### config.mk
export PLATFORM = sky130hd
export DESIGN_NAME = horizontal_counter_flat
export DESIGN_NICKNAME = d
export VERILOG_FILES = /design/src/rtl/horizontal_counter_pkg.sv /design/src/rtl/horizontal_counter_if.sv /design/src/rtl/horizontal_counter.sv /design/src/flat_wrapper.sv
export SDC_FILE = /design/constraint.sdc
export NUM_CORES = 1
export LEC_CHECK = 0
export ABC_AREA = 1
export CAP_MARGIN = 20
export CORE_ASPECT_RATIO = 1.75
export CORE_UTILIZATION = 35
export CTS_CLUSTER_DIAMETER = 30
export DETAILED_ROUTE_END_ITERATION = 16
export PLACE_DENSITY_LB_ADDON = 0.1
export SLEW_MARGIN = 40
export SYNTH_ARGS = -nofsm -noshare
export SYNTH_HDL_FRONTEND = slang
export SYNTH_SLANG_ARGS = --single-unit
### constraint.sdc
create_clock -name clock -period 3 [get_ports clock]
set_clock_uncertainty 0.15 [all_clocks]
set_input_delay 0.45 -clock clock [delete_from_list [all_inputs] [get_ports clock]]
set_output_delay 0.45 -clock clock [all_outputs]
set_load 0.05 [all_outputs]
### src/rtl/horizontal_counter_pkg.sv
`default_nettype none
// ============================================================================
// Module   : horizontal_counter_pkg
// Brief    : Phase encoding and 640x480@60 timing constants shared by the
//            horizontal and vertical timing stages.
// Revision : 1.0
// ============================================================================
package horizontal_counter_pkg;

    typedef enum logic [1:0] {
        PH_ACTIVE = 2'd0,
        PH_FP     = 2'd1,
        PH_SYNC   = 2'd2,
        PH_BP     = 2'd3
    } phase_t;

    function automatic int timing_total(input int active, input int fp,
                                        input int sync, input int bp);
        return active + fp + sync + bp;
    endfunction

    localparam int c_h_active = 640;
    localparam int c_h_fp     = 16;
    localparam int c_h_sync   = 96;
    localparam int c_h_bp     = 48;
    localparam int c_h_total  = timing_total(c_h_active, c_h_fp, c_h_sync, c_h_bp);

    localparam int c_v_active = 480;
    localparam int c_v_fp     = 10;
    localparam int c_v_sync   = 2;
    localparam int c_v_bp     = 33;
    localparam int c_v_total  = timing_total(c_v_active, c_v_fp, c_v_sync, c_v_bp);

    localparam int c_x_width  = 10;

endpackage : horizontal_counter_pkg
`default_nettype wire

### src/rtl/horizontal_counter_if.sv
`default_nettype none
// ============================================================================
// Module   : horizontal_counter_if
// Brief    : Pixel enable in, line timing out of the horizontal stage.
// Revision : 1.0
// ============================================================================
interface horizontal_counter_if;
    import horizontal_counter_pkg::*;

    logic                   pixel_en;
    logic                   hsync;
    logic                   hactive;
    logic [c_x_width-1:0]   x;
    logic                   line_end;
    phase_t                 phase;

    modport master (
        input  pixel_en,
        output hsync,
        output hactive,
        output x,
        output line_end,
        output phase
    );

    modport slave (
        output pixel_en,
        input  hsync,
        input  hactive,
        input  x,
        input  line_end,
        input  phase
    );

endinterface : horizontal_counter_if
`default_nettype wire

### src/rtl/horizontal_counter.sv
`default_nettype none
// ============================================================================
// Module   : horizontal_counter
// Brief    : Horizontal pixel counter with ACTIVE/FP/SYNC/BP phase FSM and
//            registered hsync/hactive/line_end outputs.
// Revision : 1.0
// ============================================================================
module horizontal_counter
    import horizontal_counter_pkg::*;
#(
    parameter int H_ACTIVE = c_h_active,
    parameter int H_FP     = c_h_fp,
    parameter int H_SYNC   = c_h_sync,
    parameter int H_BP     = c_h_bp
) (
    input  wire logic               clock,
    input  wire logic               res,
    horizontal_counter_if.master    bus
);

    localparam int c_total = timing_total(H_ACTIVE, H_FP, H_SYNC, H_BP);

    // Last x value of each phase; the phase advances on the edge leaving it.
    localparam logic [c_x_width-1:0] c_active_last = c_x_width'(H_ACTIVE - 1);
    localparam logic [c_x_width-1:0] c_fp_last     = c_x_width'(H_ACTIVE + H_FP - 1);
    localparam logic [c_x_width-1:0] c_sync_last   = c_x_width'(H_ACTIVE + H_FP + H_SYNC - 1);
    localparam logic [c_x_width-1:0] c_line_last   = c_x_width'(c_total - 1);

    logic [c_x_width-1:0]   r_x;
    phase_t                 r_phase;
    logic                   r_hsync;
    logic                   r_hactive;
    logic                   r_line_end;

    always_ff @(posedge clock) begin
        if (res) begin
            r_x        <= '0;
            r_phase    <= PH_ACTIVE;
            r_hsync    <= 1'b1;
            r_hactive  <= 1'b1;
            r_line_end <= 1'b0;
        end else begin
            r_line_end <= 1'b0;
            if (bus.pixel_en) begin
                r_x <= (r_x == c_line_last) ? '0 : r_x + 1'b1;
                // Outputs are decoded from the current x so they change on
                // the same edge as the new x, with no extra latency.
                case (r_phase)
                    PH_ACTIVE: begin
                        if (r_x == c_active_last) begin
                            r_phase   <= PH_FP;
                            r_hactive <= 1'b0;
                        end
                    end
                    PH_FP: begin
                        if (r_x == c_fp_last) begin
                            r_phase <= PH_SYNC;
                            r_hsync <= 1'b0;
                        end
                    end
                    PH_SYNC: begin
                        if (r_x == c_sync_last) begin
                            r_phase <= PH_BP;
                            r_hsync <= 1'b1;
                        end
                    end
                    PH_BP: begin
                        if (r_x == c_line_last) begin
                            r_phase    <= PH_ACTIVE;
                            r_hactive  <= 1'b1;
                            r_line_end <= 1'b1;
                        end
                    end
                    default: begin
                        r_phase <= PH_ACTIVE;
                    end
                endcase
            end
        end
    end

    assign bus.x        = r_x;
    assign bus.phase    = r_phase;
    assign bus.hsync    = r_hsync;
    assign bus.hactive  = r_hactive;
    assign bus.line_end = r_line_end;

endmodule : horizontal_counter
`default_nettype wire

### src/flat_wrapper.sv
// flat-port wrapper written by rule: the top's interface ports become plain ports
module horizontal_counter_flat import horizontal_counter_pkg::*;
#(
    parameter int H_ACTIVE = c_h_active,
    parameter int H_FP     = c_h_fp,
    parameter int H_SYNC   = c_h_sync,
    parameter int H_BP     = c_h_bp
)
  (clock, res, bus_pixel_en, bus_hsync, bus_hactive, bus_x, bus_line_end, bus_phase);
  horizontal_counter_if bus_i ();
  input  wire logic clock;
  input  wire logic res;
  input wire logic [$bits(bus_i.pixel_en)-1:0] bus_pixel_en;
  output wire logic [$bits(bus_i.hsync)-1:0] bus_hsync;
  output wire logic [$bits(bus_i.hactive)-1:0] bus_hactive;
  output wire logic [$bits(bus_i.x)-1:0] bus_x;
  output wire logic [$bits(bus_i.line_end)-1:0] bus_line_end;
  output wire logic [$bits(bus_i.phase)-1:0] bus_phase;
  assign bus_i.pixel_en = bus_pixel_en;
  assign bus_hsync = bus_i.hsync;
  assign bus_hactive = bus_i.hactive;
  assign bus_x = bus_i.x;
  assign bus_line_end = bus_i.line_end;
  assign bus_phase = bus_i.phase;
  horizontal_counter #(.H_ACTIVE(H_ACTIVE), .H_FP(H_FP), .H_SYNC(H_SYNC), .H_BP(H_BP)) u_core (.clock(clock), .res(res), .bus(bus_i));
endmodule
==> impl_metrics.csv <==
group,metric,value,unit
run_status,outcome,"finished clean",
timing,fin_crit,2.21,ns
timing,setup_violations,0,
critical_path,endpoint_kind,"output pin",
die,die_area,2560,um2
global_routing,grt_pass1_vias,691,
critical_path,criticalPathCategory,"flop to output pin",
critical_path,rr_startpoint,"u_core.bus.phase[1]",
synth,syn_nets,125,
global_routing,grt_max_degree,9,
global_routing,grt_usage,15.9,%
clocking,clockBufferDepth,2,
placement,hpwlAfterDp,1.47,mm
pwr,powerDensity,338,nW/um2
timing,slew_viol_final,0,
timing,max_clock_freq,453,MHz
global_routing,grt_remaining_overflow,0,
global_routing,antenna_found_initial,0,
clocking,cts_sinks,15,
critical_path,max_stage_delay,0.85,ns
critical_path,reg2reg_depth,10,
critical_path,rrSetupSlack,1.33,ns
synth,synthCells,117,
pwr,leakagePower,0.412,nW
critical_path,cp_top_family,"buffers and inverters",
critical_path,crit_chain,"clkdlybuf4s50_1",
clocking,cts.repair.resized,0,
critical_path,critPathBufInv,1,
synth,yosysWarnings,0,
critical_path,r2r_end,"u_core.bus.phase[1]",
cells_and_area,fin_util,49.0,%
route,wl_per_cell,11.3,um
cells_and_area,synthToLayoutAreaGrowth,27.5,%
placement,pre_cts_ws,0.907,ns
timing,fin_setup_tns,0,ns
placement,gp_congestion,0.784,
die,core-area,2150,um2
route,detail_route.vias_per_cell,4.80,
clocking,root_buffer,"clkbuf_4",
die,row_count,22,
critical_path,arrival,1.61,ns
clocking,cts_hold_buf,0,
worst_hold_path,hp-class,"flop to flop",
clocking,clk_latency,0.29,ns
timing,rsz0062_at_grt,"false",
placement,place_inst,158,
pwr,finalPower,356,uW
route,first_pass_iters,4,
clocking,cts_max_level,1,
timing,max_slew_margin,66.9,%
clocking,cts_tree,"built",
cells_and_area,diodes,0,
timing,fin_crit_sh,73.7,%
pwr,ir_worst_vdd,0.000243,V
critical_path,path_depth,1,
synth,syn-cell-area,825,um2
clocking,cts_setup_buffers,0,
synth,netlist-cell-type-count,22,
critical_path,cp_slowest_cell,"clkdlybuf4s50_1",
route,routed_wl,1.82,mm
cells_and_area,drive_above_1_share,10.9,%
timing,layout_setup_ws,0.790,ns
clocking,cts_buffers,3,
job,drv_cap,0,
cells_and_area,fin_nets,147,
synth,postSynthAreaPerCell,7.05,um2
die,start_util,38.4,%
global_routing,grt_pass1_wl,2.93,mm
timing,worst_slew_pin_slew,0.495,ns
die,die_w,38.7,um
placement,io_buffers,17,
critical_path,critical_path.endpoint,"bus_x[8]",
synth,ys_seq_area_share,36.4,%
critical_path,crit_path_start,"u_core.bus.x[8]",
route,drc_errors,0,
critical_path,startpoint_type,"flop",
die,die_height,66.2,um
clocking,cts.reportedPaths.clkPinSlew,0.10,ns
route,drt_iter0_drc,9,
timing,hold_viol,0,
cells_and_area,layout.cells.non_filler,162,
critical_path,cp.required,2.40,ns
route,antenna_left,0,
synth,ys_ff_latch,15,
die,io_pins,18,
critical_path,path_max_fanout,7,
route,dr_total_vias,777,
==> worst min-delay path by stage <==
stage,to,slack [ns],from,depth (start not counted)
CTS,u_core.bus.hactive,0.32,u_core.bus.hactive,2
detailed placement,u_core.bus.hactive,0.30,u_core.bus.hactive,2
global placement,u_core.bus.hactive,0.29,u_core.bus.hactive,2
finish,u_core.bus.hactive,0.31,u_core.bus.hactive,2
global route,u_core.bus.hactive,0.34,u_core.bus.hactive,2
floorplan,u_core.bus.x[2],0.37,res,1
==> layout by cell type (no fill, tap or decap), drive strengths merged, types with 2 or more instances in the layout <==
cell           netlist  layout
clkdlybuf4s50        0      17
dfxtp               15      15
xor2                 3       3
clkbuf               0       4
nor2                28      28
inv                 13      13
o21ai                4       4
ha                   5       5
nand2               29      29
nor3                 2       2
a21oi                2       2
nor3b                3       3
nand4                2       2
nand3                7       7
==> kinds of logic (layout without fill, tap and decap cells) <==
logic type                 count (synthesis)  in the layout  share of synthesized area (%)
buffers and inverters                     14             35                           6.37
adders and majority gates                  5              5                           7.59
and+or+nand+nor                           74             74                           41.9
AOI/OAI and AO/OA                          6              6                           4.55
DFF                                       15             15                           36.4
xor gates and xnor gates                   3              3                           3.19
==> synthesized netlist by cell type, drive strengths merged <==
master  number  area, um2
dfxtp       15        300
and3         1       6.26
or2          1       6.26
nor4         1       6.26
clkinv       1       3.75
o21ai        4       23.8
xor2         3       26.3
nor3b        3       22.5
nor3         2       10.0
a21oi        2       13.8
ha           5       62.6
nor2        28        128
nand2       29        119
nand4        2       12.5
nand3        7       35.0
inv         13       48.8
==> state kept, by name (all words and copies together), names as in the netlist <==
register,flops
u_core.bus.phase,2
u_core.bus.hsync,1
u_core.bus.hactive,1
u_core.bus.line_end,1
u_core.bus.x,10
==> stage by stage <==
stage / instance area, um2 / hold slack, ns
floorplan: 825 / 0.372
global placement: 1020 / 0.290
detailed placement: 1020 / 0.302
CTS: 1050 / 0.324
global route: 1050 / 0.345
finish: 1050 / 0.315
==> per-layer routing <==
layer	GRT usage (%)	vias to the layer above	share of wire, %	wire [um]
li1	-	413	-	-
met4	5.17	0	0.71	13
met2	28.7	14	53	974
met3	2.02	2	2.2	40
met1	18.1	348	44	796
met5	0	-	0	0
==> area by class of cell <==
cell class,instances,area [um2]
inverters,14,52.6
flip-flops and latches,15,300
repair buffers,17,170
multi-input cells,88,472
clock buffers,4,26.3
well taps,24,30.0
fillers,230,1100
==> where the power goes <==
part,switching (mW),internal [mW],leakage (nW)
sequential,0.00289,0.202,0.121
combinational,0.0215,0.0116,0.275
clock,0.0666,0.0516,0.0150
Note: power is estimated with default switching activity, not from simulation.
